### src/rtl/avg_div_pkg.sv
// Shared types and width helpers for the averaging divider unit.
// Optional rounding is enabled by defining AVG_DIV_ROUND_EN (see avg_div_unit).
package avg_div_pkg;

  typedef enum logic [1:0] {
    ACCUM  = 2'd0,
    DIVIDE = 2'd1,
    DONE   = 2'd2
  } state_e;

  localparam int DEF_ACCWIDTH = 32;

  // Smallest r with 2**r >= value.
  function automatic int clog2(input int value);
    int r;
    r = 0;
    for (int i = 0; i < 32; i++) begin
      if ((1 << r) < value) r++;
    end
    return r;
  endfunction

  // Width of a counter that must hold 0..maxValue inclusive (never below 1 bit).
  function automatic int count_width(input int maxValue);
    int w;
    w = clog2(maxValue + 1);
    return (w < 1) ? 1 : w;
  endfunction

  // A restoring divider produces one quotient bit per cycle.
  function automatic int div_cycles(input int accWidth);
    return accWidth;
  endfunction

  localparam int DIV_CYCLES = div_cycles(DEF_ACCWIDTH);

endpackage

### src/rtl/avg_div_unit_seq_divider.sv
// Iterative restoring divider: one quotient bit per cycle, MSB first.
// The dividend is shifted out of the quotient register while the quotient
// bits are shifted in, so a single register serves both roles.
module seq_divider
  import avg_div_pkg::*;
#(
  parameter int ACCWIDTH = DEF_ACCWIDTH
) (
  input  logic                clk,
  input  logic                rst,
  input  logic                start,
  input  logic [ACCWIDTH-1:0] dividend,
  input  logic [ACCWIDTH-1:0] divisor,
  output logic                busy,
  output logic                done,
  output logic [ACCWIDTH-1:0] quotient
);

  localparam int Cycles = div_cycles(ACCWIDTH);
  localparam int CntW   = count_width(Cycles);

  logic                busy_q, busy_d;
  logic [CntW-1:0]     cnt_q, cnt_d;
  logic [ACCWIDTH-1:0] quot_q, quot_d;
  logic [ACCWIDTH-1:0] rem_q, rem_d;
  logic [ACCWIDTH-1:0] divisor_q, divisor_d;

  logic [ACCWIDTH:0]   shifted;
  logic                fits;
  logic [ACCWIDTH-1:0] remNext;
  logic [ACCWIDTH-1:0] quotNext;

  // One restoring step: bring down the next dividend bit and subtract if it fits.
  always_comb begin
    shifted  = {rem_q, quot_q[ACCWIDTH-1]};
    fits     = (shifted >= {1'b0, divisor_q});
    remNext  = fits ? (shifted[ACCWIDTH-1:0] - divisor_q) : shifted[ACCWIDTH-1:0];
    quotNext = {quot_q[ACCWIDTH-2:0], fits};
  end

  // Load on start, otherwise iterate while busy and stop after the last bit.
  always_comb begin
    busy_d    = busy_q;
    cnt_d     = cnt_q;
    quot_d    = quot_q;
    rem_d     = rem_q;
    divisor_d = divisor_q;
    if (start) begin
      busy_d    = 1'b1;
      cnt_d     = CntW'(Cycles);
      quot_d    = dividend;
      rem_d     = '0;
      divisor_d = divisor;
    end else if (busy_q) begin
      quot_d = quotNext;
      rem_d  = remNext;
      cnt_d  = cnt_q - 1'b1;
      if (cnt_q == CntW'(1)) busy_d = 1'b0;
    end
  end

  // Divider state registers, cleared by the asynchronous active-low reset.
  always_ff @(posedge clk or negedge rst) begin
    if (!rst) begin
      busy_q    <= 1'b0;
      cnt_q     <= '0;
      quot_q    <= '0;
      rem_q     <= '0;
      divisor_q <= '0;
    end else begin
      busy_q    <= busy_d;
      cnt_q     <= cnt_d;
      quot_q    <= quot_d;
      rem_q     <= rem_d;
      divisor_q <= divisor_d;
    end
  end

  assign busy     = busy_q;
  assign done     = busy_q && (cnt_q == CntW'(1));
  assign quotient = quot_q;

endmodule

### src/rtl/avg_div_unit.sv
// Averaging engine: accumulates a batch of samples over valid/ready, divides
// the sum by the sample count or an external divisor, and returns a saturated
// quotient over valid/ready.
// Define AVG_DIV_ROUND_EN for round-to-nearest (ties away from zero);
// the default build truncates.
module avg_div_unit
  import avg_div_pkg::*;
#(
  parameter int DATAWIDTH   = 16,
  parameter int ACCWIDTH    = 32,
  parameter int MAX_SAMPLES = 8
) (
  input  logic                 clk,
  input  logic                 rst,
  input  logic                 in_valid,
  output logic                 in_ready,
  input  logic [DATAWIDTH-1:0] in_data,
  input  logic                 in_last,
  input  logic                 mode,
  input  logic [DATAWIDTH-1:0] num,
  output logic                 out_valid,
  input  logic                 out_ready,
  output logic [DATAWIDTH-1:0] out_data,
  output logic                 ovf,
  output logic                 dbz
);

  localparam int CntW = count_width(MAX_SAMPLES);

  state_e              state_q, state_d;
  logic [ACCWIDTH-1:0] acc_q, acc_d;
  logic [CntW-1:0]     count_q, count_d;
  logic                dbz_q, dbz_d;
  logic                round_ovf_q, round_ovf_d;

  logic                accept;
  logic [ACCWIDTH-1:0] accSum;
  logic [CntW-1:0]     countInc;
  logic                closeBatch;
  logic [ACCWIDTH-1:0] divisorSel;
  logic                divisorZero;
  logic [ACCWIDTH-1:0] dividend;
  logic                roundOvf;
  logic                divStart;
  logic                divBusy;
  logic                divDone;
  logic [ACCWIDTH-1:0] quotient;
  logic                quotHigh;
  logic                ovfRaw;

  // Candidate values for the sample being offered; the batch closes on an
  // explicit last or when this sample fills the batch, whichever comes first.
  always_comb begin
    accept      = in_valid && (state_q == ACCUM);
    accSum      = acc_q + ACCWIDTH'(in_data);
    countInc    = count_q + 1'b1;
    closeBatch  = in_last || (countInc == CntW'(MAX_SAMPLES));
    divisorSel  = mode ? ACCWIDTH'(num) : ACCWIDTH'(countInc);
    divisorZero = (divisorSel == '0);
  end

`ifdef AVG_DIV_ROUND_EN
  logic [ACCWIDTH:0] roundSum;

  // Bias the dividend by half the divisor; a carry out means the sum no longer fits.
  always_comb begin
    roundSum = {1'b0, accSum} + {2'b00, divisorSel[ACCWIDTH-1:1]};
    dividend = roundSum[ACCWIDTH-1:0];
    roundOvf = roundSum[ACCWIDTH];
  end
`else
  // Truncating division uses the raw sum.
  always_comb begin
    dividend = accSum;
    roundOvf = 1'b0;
  end
`endif

  assign divStart = accept && closeBatch && !divisorZero;

  seq_divider #(
    .ACCWIDTH(ACCWIDTH)
  ) u_divider (
    .clk      (clk),
    .rst      (rst),
    .start    (divStart),
    .dividend (dividend),
    .divisor  (divisorSel),
    .busy     (divBusy),
    .done     (divDone),
    .quotient (quotient)
  );

  // Next-state logic: accumulate, wait for the divider, then hold the result.
  always_comb begin
    state_d     = state_q;
    acc_d       = acc_q;
    count_d     = count_q;
    dbz_d       = dbz_q;
    round_ovf_d = round_ovf_q;
    case (state_q)
      ACCUM: begin
        if (accept) begin
          acc_d   = accSum;
          count_d = countInc;
          if (closeBatch) begin
            dbz_d       = divisorZero;
            round_ovf_d = roundOvf;
            state_d     = divisorZero ? DONE : DIVIDE;
          end
        end
      end
      DIVIDE: begin
        if (divDone || !divBusy) state_d = DONE;
      end
      DONE: begin
        if (out_ready) begin
          state_d     = ACCUM;
          acc_d       = '0;
          count_d     = '0;
          dbz_d       = 1'b0;
          round_ovf_d = 1'b0;
        end
      end
      default: state_d = ACCUM;
    endcase
  end

  // State, accumulator and result-flag registers.
  always_ff @(posedge clk or negedge rst) begin
    if (!rst) begin
      state_q     <= ACCUM;
      acc_q       <= '0;
      count_q     <= '0;
      dbz_q       <= 1'b0;
      round_ovf_q <= 1'b0;
    end else begin
      state_q     <= state_d;
      acc_q       <= acc_d;
      count_q     <= count_d;
      dbz_q       <= dbz_d;
      round_ovf_q <= round_ovf_d;
    end
  end

  // Saturate the wide quotient into the output width; outputs read zero outside DONE.
  always_comb begin
    in_ready  = (state_q == ACCUM);
    out_valid = (state_q == DONE);
    quotHigh  = ((quotient >> DATAWIDTH) != '0);
    ovfRaw    = !dbz_q && (quotHigh || round_ovf_q);
    out_data  = '0;
    if (out_valid) begin
      out_data = (dbz_q || ovfRaw) ? '1 : quotient[DATAWIDTH-1:0];
    end
    ovf = out_valid && ovfRaw;
    dbz = out_valid && dbz_q;
  end

endmodule
### config.mk
export PLATFORM = sky130hd
export DESIGN_NAME = avg_div_unit
export DESIGN_NICKNAME = d
export VERILOG_FILES = /design/src/rtl/avg_div_pkg.sv /design/src/rtl/avg_div_unit_seq_divider.sv /design/src/rtl/avg_div_unit.sv
export SDC_FILE = /design/constraint.sdc
export NUM_CORES = 1
export LEC_CHECK = 0
export ABC_AREA = 1
export BUFFER_PORTS_ARGS = -buffer_cell sky130_fd_sc_hd__buf_2
export CAP_MARGIN = 0
export CORE_MARGIN = 4
export CORE_UTILIZATION = 60
export CTS_CLUSTER_DIAMETER = 50
export DETAILED_ROUTE_END_ITERATION = 6
export PLACE_DENSITY = 0.79
export SLEW_MARGIN = 10
export SYNTH_ARGS = -nofsm -noshare
export SYNTH_HDL_FRONTEND = slang
export SYNTH_SLANG_ARGS = --single-unit
### constraint.sdc
create_clock -name clk -period 4.75 [get_ports clk]
set_input_delay 0.7125 -clock clk [delete_from_list [all_inputs] [get_ports clk]]
set_output_delay 0.7125 -clock clk [all_outputs]
set_load 0.05 [all_outputs]
==> impl_results.md, run 1 <==
* Run status: complete, no violations
* Max stage delay on crit path at 0.88 ns
* Most common cell after layout, fill and taps aside: nand2_1
* Layout cells sized above 1 at 8.64%
* Seq/Total Area, Yosys at 34.0%
* Commonest non-fill, non-tap cells in the layout: nand2_1, inv_1, nand3_1
* Clock transition at path regs at 0.06 ns
* Critical Path, Cell by Cell: nor4_1 > nand4_1 > nor2_1 > a21oi_1 > buf_2
* Clock sinks at 126
* Rel. slew slack at 25.7%
* TritonCTS clock tree: yes
* Core area at 0.0151 sq mm
* Crit start category: flip-flop
* EDFF count, synth at 0
* Async SR Flop Fraction at 100%
* HPWL after DPL at 17700 um
* Mapped Nets at 1481
* Worst-Skew Late Latency at 0.43 ns
* Aggregate global-route resource usage at 28.7%
* Syn Inst Count at 1406
* #FFs+latches synth at 126
* Actual slew at the worst max-slew pin at 1.11 ns
* Area grow syn2layout at 8.95%
* Most used DFF post-synth: dfrtp_1
* CP Capture Type: output port
* Die Y at 132 um
* Pwr Density at 782 mW/mm^2
* Die area at 0.0175 sq mm
* Gr ovfl total at 0
* Die width at 132 um
* R2R Path Start: count_q[0]$_DFFE_PN0P_
* Antenna Cells at 0
* R2r setup slk at 1.79 ns
* Final Slew Violations at 0
* Post-synth cell types at 47
* First-pass GRT wire length at 41300 um
* PortBufs at 57
* Detailed router's first-iteration violation count at 733
* Bufs on Longest Clock Path at 2
* Post-Syn Area at 0.00927 sq mm
* Crit path required time at 4.04 ns
* Crit share post-route at 76.0%
* DRC viols at 0
* Gates resized, CTS repair at 0
* DR WL/cell at 14.7 um
* Fin Setup TNS at 0 ns
* Initial Utilization at 61.2%
* Initial antenna violation count at 0
* H-tree levels at 4
* Via density at 5.49
* Post-detailed-route count of antenna-violating nets at 0
* Peak Freq at 277 MHz
* Buffers & Inverters on Critical Path at 1
* Postcts setup bufs at 0
* Vias at 9040
* VDD IR max at 0.394 mV
* RSZ-0062 raised after global routing: no
* Min Hold Slack at 0.345 ns
* WP data arrival at 2.90 ns
* Critical R2R Capture: u_divider.quotient[19]$_DFFE_PN0P_
* Design area at 0.0101 sq mm
* Routability cong. at 0.967
* Area taken by multi-input logic gates at 0.00509 sq mm
* IO Pins at 58
* Critical path peak fanout at 16
* Leak at 5.48 nW
* Final #Nets at 1524
* R2R depth at 12
* Period minus WS final at 3.61 ns
* YS warnings at 0
* WL final at 24200 um
* 1st-pass router iterations at 5
* Crit Path Class: flip-flop to output port
* Fillers at 1361
* Crit-path leading delay family: simple AND/OR/NAND/NOR gates
* Max stage delay cell, worst path: nor2_1
* DP Area at 0.00952 sq mm
* Register area at 0.00315 sq mm
* # rows at 45
* Syn_area_per_cell at 6.59 sq um
* Setup Skew at 0.00609 ns
* Final setup vio count at 0
* Clock root cell: clkbuf_16
* Post-CTS Hold Buffers at 0
* Vias in the first global route at 8980
* Final hold vios at 0
* Largest net degree at the start of global routing at 62
* Max-cap violations at 0
* Num CTS Buffers at 17
* Tightest Hold Check Type: primary input to asynchronous set/reset pin
metrics by stage:
step	setup WS [ns]	instances	power (mW)	util, %
2_1_floorplan	1.38	1406	5.52	-
3_3_place_gp	1.70	1618	6.41	62.9
3_5_place_dp	1.64	1618	6.52	62.9
4_1_cts	1.19	1647	7.86	66.7
5_1_grt	1.07	1647	8.63	66.7
6_report	1.14	1647	7.90	66.7
worst max path at each step:
stage	cells after the start	start	to	slack, ns
final	5	u_divider.quotient[19]$_DFFE_PN0P_	out_data[12]	1.14
after global routing	5	u_divider.quotient[18]$_DFFE_PN0P_	out_data[7]	1.07
after CTS	5	u_divider.quotient[19]$_DFFE_PN0P_	out_data[7]	1.19
after detailed placement	11	mode	u_divider.quotient[19]$_DFFE_PN0P_	1.64
after global placement	5	u_divider.quotient[19]$_DFFE_PN0P_	out_data[14]	1.70
after floorplan	5	state_q[1]$_DFFE_PN0P_	out_data[10]	1.38
power by group:
group	switching [mW]	internal (mW)	leakage, nW	total [mW]
sequential	0.394	1.57	1.61	1.96
clock	0.468	0.816	0.277	1.28
combinational	3.13	1.52	3.59	4.65
total	3.99	3.90	5.48	7.90
final cells by class:
| cell class | count | area share, % |
|---|---|---|
| multi-input combinational | 1051 | 50.5 |
| sequential | 126 | 31.2 |
| inverter | 193 | 7.24 |
| clock buffer | 23 | 4.83 |
| timing repair buffer | 60 | 3.07 |
| tap | 188 | 2.33 |
| clock inverter | 6 | 0.843 |
per-layer routing:
layer | routed length [um] | up-vias | track usage, %
met5 | 0 | - | 0
met4 | 805 | 0 | 12.1
met3 | 1070 | 62 | 5.38
met2 | 11800 | 246 | 49.4
met1 | 10500 | 4214 | 35.5
li1 | - | 4518 | -
worst reg2reg max path: cells and delay by family (launching register included):
family          cells  cell delay [ns]
simple gates        8             1.15
buf+inv             2             0.74
flops               1             0.43
fa+ha+maj           1             0.30
compound gates      1             0.22
registers in the layout (all words and copies together), names as in the netlist:
register / cells
u_divider.divisor_q: 16
count_q: 4
u_divider.busy: 1
u_divider.cnt_q: 6
u_divider.rem_q: 32
u_divider.quotient: 32
dbz_q: 1
acc_q: 32
state_q: 2
cell usage after synthesis (2+ instances only):
| cell | count | area [sq um] |
|---|---|---|
| nor2_4 | 2 | 22.5 |
| inv_4 | 2 | 12.5 |
| or2_2 | 8 | 50.1 |
| buf_6 | 13 | 146 |
| fa_1 | 2 | 40.0 |
| nor2_2 | 3 | 18.8 |
| o21ai_0 | 44 | 220 |
| a21oi_1 | 40 | 200 |
| o22ai_1 | 3 | 18.8 |
| nor4_1 | 6 | 37.5 |
| o21ai_1 | 4 | 20.0 |
| nand3_1 | 149 | 746 |
| nand2_1 | 557 | 2090 |
| nor2b_1 | 2 | 12.5 |
| nand3b_1 | 16 | 120 |
| clkbuf_1 | 5 | 18.8 |
| a22o_1 | 3 | 26.3 |
| xnor2_1 | 19 | 166 |
| o21bai_1 | 2 | 15.0 |
| buf_2 | 8 | 40.0 |
| nor2_1 | 80 | 300 |
| nor3_1 | 23 | 115 |
| nand3_2 | 8 | 80.1 |
| o31ai_1 | 2 | 15.0 |
| ha_1 | 35 | 438 |
| xor2_1 | 11 | 96.3 |
| a21oi_2 | 3 | 26.3 |
| buf_1 | 2 | 7.51 |
| buf_4 | 6 | 45.0 |
| inv_1 | 186 | 698 |
| dfrtp_1 | 126 | 3150 |
| nand2_4 | 3 | 33.8 |
| nand2_2 | 3 | 18.8 |
| inv_2 | 3 | 11.3 |
| nand4_1 | 14 | 87.6 |
| or2_1 | 2 | 12.5 |
kinds of logic (layout without fill, tap and decap cells):
group | count (synthesis) | count (layout) | synth area share [%]
AND/OR/NAND/NOR | 879 | 879 | 40.7
buffers and inverters | 229 | 282 | 11.0
flip-flops | 126 | 126 | 34.0
AO/OA/AOI/OAI | 105 | 105 | 6.28
adder cells (fa/ha/maj) | 37 | 37 | 5.16
XOR/XNOR | 30 | 30 | 2.84
Note: power is estimated with default switching activity, not from simulation.
==> run 2: changes to the inputs <==
clock period = 3.7 ns   (was 4.75 ns; I/O delays follow)
==> run 2 against run 1 <==
  * Worst hold slack worse by 0.18 ns
  * Die area stayed put
  * Clock skew hardly changed
  * Setup slack worse by 0.37 ns
==> impl_results.md, run 2 (synthesized netlist as in run 1, its figures left out) <==
* Fillers at 1373
* Max stage delay on crit path at 0.53 ns
* Max stage delay cell, worst path: clkinv_1
* Via density at 5.50
* Max-cap violations at 0
* Run status: complete, no violations
* Area grow syn2layout at 9.15%
* Grt met2 use at 48.2%
* Tightest Hold Check Type: primary input to asynchronous set/reset pin
* DRC viols at 0
* Aggregate global-route resource usage at 28.2%
* Final setup vio count at 0
* Largest net degree at the start of global routing at 62
* IO Pins at 58
* Grt met3 use at 4.96%
* First-pass GRT wire length at 40400 um
* VDD IR max at 0.501 mV
* R2R depth at 13
* Grt peak-use layer: met2
* Pwr Density at 995 mW/mm^2
* WP data arrival at 2.38 ns
* # rows at 45
* PnR worst setup slack at 0.768 ns
* Routability cong. at 1.00
* Peak Freq at 341 MHz
* Post-CTS Hold Buffers at 0
* Clock transition at path regs at 0.06 ns
* H-tree levels at 4
* Period minus WS final at 2.93 ns
* CP Capture Type: output port
* Detailed router's first-iteration violation count at 735
* RSZ-0062 raised after global routing: no
* Worst-Skew Late Latency at 0.43 ns
* Most common cell after layout, fill and taps aside: nand2_1
* Rel. slew slack at 54.0%
* Actual slew at the worst max-slew pin at 0.690 ns
* Commonest non-fill, non-tap cells in the layout: nand2_1, inv_1, nand3_1
* Postcts setup bufs at 0
* TritonCTS clock tree: yes
* HPWL after DPL at 17600 um
* Gates resized, CTS repair at 0
* Buffers & Inverters on Critical Path at 3
* Fin Setup TNS at 0 ns
* Fin util at 66.8%
* Final #Nets at 1529
* Num CTS Buffers at 17
* 1st-pass router iterations at 6
* Core area at 0.0151 sq mm
* DR WL/cell at 14.5 um
* Initial antenna violation count at 0
* Die Y at 132 um
* Final hold vios at 0
* R2r setup slk at 1.20 ns
* Crit start category: flip-flop
* Crit share post-route at 79.2%
* R2R Path Start: count_q[0]$_DFFE_PN0P_
* Place WS at 1.09 ns
* Crit-path leading delay family: buffers and inverters
* Die area at 0.0175 sq mm
* Vias in the first global route at 8669
* Antenna Cells at 0
* Final Slew Violations at 0
* WL final at 23900 um
* Clock root cell: clkbuf_16
* Initial Utilization at 61.2%
* Pwr Total at 10.1 mW
* PortBufs at 57
* Post-detailed-route count of antenna-violating nets at 0
* Die width at 132 um
* Clock sinks at 126
* Bufs on Longest Clock Path at 2
* Crit Path Class: flip-flop to output port
* Gr ovfl total at 0
* Layout cells sized above 1 at 9.00%
* Critical path peak fanout at 18
* Leak at 5.50 nW
* M1 GR Usage at 35.0%
* Critical Path, Cell by Cell: inv_1 > nor2_1 > clkinv_1 > a21oi_1 > buf_2
* Crit path required time at 3.14 ns
* Critical R2R Capture: u_divider.quotient[23]$_DFFE_PN0P_
* Setup Skew at 0.00623 ns
* Vias at 9103
==> run 2: cell type report <==
type | instances | area (sq um) | area share (%)
multi-input combinational | 1051 | 5090 | 50.4
timing repair buffer | 65 | 348 | 3.44
clock inverter | 9 | 86.3 | 0.853
tap | 188 | 235 | 2.33
inverter | 193 | 731 | 7.22
sequential | 126 | 3150 | 31.2
clock buffer | 23 | 468 | 4.63
==> run 2: per-stage QoR <==
stage / instance area (sq um) / hold slack [ns] / instances
finish: 10100 / 0.165 / 1655
global placement: 9560 / 0.467 / 1623
global route: 10100 / 0.212 / 1655
detailed placement: 9560 / 0.474 / 1623
floorplan: 9270 / 0.259 / 1406
CTS: 10100 / 0.197 / 1655
==> run 2: routing by layer <==
metal  vias up  wire (um)
li1       4528          -
met1      4224      10200
met2       287      11700
met3        64       1150
met4         0        867
met5         -          0
==> run 2: worst max-delay path by stage <==
stage / cells past startpoint / startpoint / slack [ns] / end
global route: 5 / state_q[1]$_DFFE_PN0P_ / 0.60 / out_data[4]
finish: 5 / state_q[1]$_DFFE_PN0P_ / 0.77 / out_data[12]
global placement: 11 / mode / 1.17 / u_divider.quotient[28]$_DFFE_PN0P_
detailed placement: 11 / mode / 1.09 / u_divider.quotient[23]$_DFFE_PN0P_
CTS: 5 / state_q[1]$_DFFE_PN0P_ / 0.77 / out_data[12]
floorplan: 5 / state_q[1]$_DFFE_PN0P_ / 0.48 / out_data[10]
==> run 2: report_power, final <==
part / internal (mW) / total (mW) / switching, mW / leakage [nW]
Sequential: 2.01 / 2.52 / 0.504 / 1.61
Combinational: 1.98 / 5.96 / 3.98 / 3.62
Clock: 0.958 / 1.59 / 0.631 / 0.268
==> run 3: changes to the inputs <==
ABC_AREA = 0   (was 1)
clock period = 3 ns   (was 3.7 ns; I/O delays follow)
==> run 3 against run 2 <==
  * Core utilization up 5.1 points
  * Clock power is 28% higher
  * Synthesized area is 14% lower
  * Via count shrank 23%
  * Wire length is 19% lower
  * Register-to-register slack lost 1.1 ns
  * Sequential cell count stayed put
  * Count of clock-buffer cells in the layout up 3
  * Largest cell class unchanged
  * Combinational power increased by 8.9%
  * Synthesized cell count down 35%
  * Die area down 13%
  * Clock skew is 0.0015 ns higher
==> impl_results.md, run 3 <==
* Crit start category: flip-flop
* Leak at 4.07 nW
* Initial Utilization at 62.5%
* Mapped Nets at 983
* Period minus WS final at 2.90 ns
* Worst setup path startpoint: u_divider.rem_q[25]$_DFFE_PN0P_
* IO Pins at 58
* Internal Power at 6.56 mW
* R2R depth at 9
* YS warnings at 0
* Clock Power Share at 17.3%
* Detailed router's first-iteration violation count at 688
* DR WL/cell at 16.9 um
* Die area at 0.0153 sq mm
* R2r setup slk at 0.1 ns
* Setup Skew at 0.00771 ns
* Most common cell after layout, fill and taps aside: dfrtp_1
* Rel. slew slack at 58.9%
* DP Area at 0.00860 sq mm
* Peak Freq at 344 MHz
* Post-route insts no fill at 1152
* Final setup vio count at 0
* VDD IR max at 0.682 mV
* Final #Nets at 1042
* R2R Path Start: u_divider.rem_q[25]$_DFFE_PN0P_
* Clock root cell: clkbuf_16
* Post-synth cell types at 69
* Actual slew at the worst max-slew pin at 0.608 ns
* EDFF count, synth at 0
* Initial antenna violation count at 0
* Net Switching at 5.17 mW
* Clock transition at path regs at 0.06 ns
* Fin Setup TNS at 0 ns
* PortBufs at 57
* Most frequent cells after synthesis: dfrtp_1, a21oi_1, o21ai_0
* Pwr Density at 1270 mW/mm^2
* Design area at 0.00922 sq mm
* Postcts setup bufs at 0
* Die Y at 124 um
* Most used DFF post-synth: dfrtp_1
* Antenna Cells at 0
* DRC viols at 0
* Bufs on Longest Clock Path at 2
* CP Capture Type: flip-flop
* Run status: complete, no violations
* Final hold vios at 0
* Post-Syn Area at 0.00801 sq mm
* Comb power frac at 55.3%
* Crit path required time at 3.30 ns
* Area contributors post-synth: dfrtp_1, a21oi_1, ha_1
* Vias at 7031
* Crit Path Class: flip-flop to flip-flop
* Layout cells sized above 1 at 15.2%
* WP data arrival at 3.20 ns
* Critical path peak fanout at 7
* Synth top area share at 39.4%
* HPWL after DPL at 13800 um
* First-pass GRT wire length at 32500 um
* Seq/Total Area, Yosys at 39.4%
* Most frequent cell after synthesis: dfrtp_1
* 1st-pass router iterations at 5
* Via density at 6.10
* Aggregate global-route resource usage at 26.9%
* Vias in the first global route at 6673
* Sw Ratio at 44.1%
* Post-CTS Hold Buffers at 0
* Worst-Skew Late Latency at 0.42 ns
* TritonCTS clock tree: yes
* Clock sinks at 126
* Largest area contributor in the netlist: dfrtp_1
* Tightest Hold Check Type: primary input to asynchronous set/reset pin
* Syn Inst Count at 908
* Power share of the sequential group at 27.4%
* Die width at 124 um
* Gr ovfl total at 0
* #FFs+latches synth at 126
* Num CTS Buffers at 17
* H-tree levels at 4
* Max-cap violations at 0
* WL final at 19500 um
* Placed cells at 1120
* Commonest non-fill, non-tap cells in the layout: dfrtp_1, a21oi_1, o21ai_0
* Final Slew Violations at 0
* Core area at 0.0128 sq mm
* # rows at 41
* Async SR Flop Fraction at 100%
* Area grow syn2layout at 15.1%
* Largest net degree at the start of global routing at 62
* Syn_area_per_cell at 8.82 sq um
* Post-detailed-route count of antenna-violating nets at 0
* Crit share post-route at 96.8%
* Routability cong. at 0.930
-- run 3: power groups by stage --
| stage | clock network, mW | logic, mW | registers, mW |
|---|---|---|---|
| finish | 2.03 | 6.49 | 3.21 |
| global route | 2.12 | 7.18 | 3.32 |
| CTS | 2.04 | 6.40 | 3.19 |
| detailed placement | 0 | 6.32 | 3.21 |
| global placement | 0 | 6.18 | 3.18 |
| floorplan | 0 | 4.92 | 2.94 |
-- run 3: critical path, cell delays in order (launching register included) --
cell and delay [ns]:
dfrtp_1 0.42, or3_4 0.43, or4_4 0.45, nor4b_4 0.34, nand2_2 0.13, nor4_4 0.22
buf_4 0.23, mux2_2 0.35, mux2i_1 0.15, nor2_1 0.05
-- run 3: timing repair --
| item | CTS | global route |
|---|---|---|
| hold endpoints to repair | 0 | 0 |
| gates resized for setup | 0 | 9 |
| endpoints found under the setup margin | 0 | 18 |
-- run 3: cells by family (layout without fill, tap and decap cells) --
group / count (synthesis) / count (layout) / share of synthesized area, %
fa+ha+maj: 37 / 37 / 5.97
mux: 28 / 28 / 3.55
simple gates: 272 / 272 / 17.3
buf+inv: 88 / 160 / 4.44
flops: 126 / 126 / 39.4
xor+xnor: 54 / 54 / 5.90
compound gates: 303 / 303 / 23.5
-- run 3: routing by layer --
layer / global-route usage (%) / part of all wire (%) / vias to the layer above
li1: - / - / 3407
met1: 36.8 / 45 / 3400
met2: 43.9 / 49 / 197
met3: 5.03 / 4.5 / 27
met4: 7.34 / 1.4 / 0
met5: 0 / 0 / -
-- run 3: through the flow --
step	total power [mW]	setup slack, ns	hold slack (ns)	utilization (%)
floorplan	7.86	0.248	0.154	-
global placement	9.36	0.0863	0.462	67.1
detailed placement	9.52	-0.00618	0.471	67.1
CTS	11.6	0.0168	0.0416	71.5
global route	12.6	-0.00359	0.0659	71.9
finish	11.7	0.0962	0.0194	71.9
-- run 3: path summary, 6_finish.rpt --
path | endpoint
setup / recovery | u_divider.rem_q[7]$_DFFE_PN0P_
hold / removal | u_divider.divisor_q[9]$_DFFE_PN0P_
max in group asynchronous | acc_q[23]$_DFFE_PN0P_
setup reg to reg | u_divider.rem_q[7]$_DFFE_PN0P_
min in group clk | u_divider.divisor_q[6]$_DFFE_PN0P_
hold reg to reg | u_divider.divisor_q[2]$_DFFE_PN0P_
-- run 3: layout make-up --
class | count | area, sq um
fill | 988 | 3610
tap | 172 | 215
sequential | 126 | 3160
multi-input combinational | 694 | 4550
clock buffer | 26 | 489
inverter | 36 | 135
clock inverter | 6 | 82.6
timing repair buffer | 92 | 588
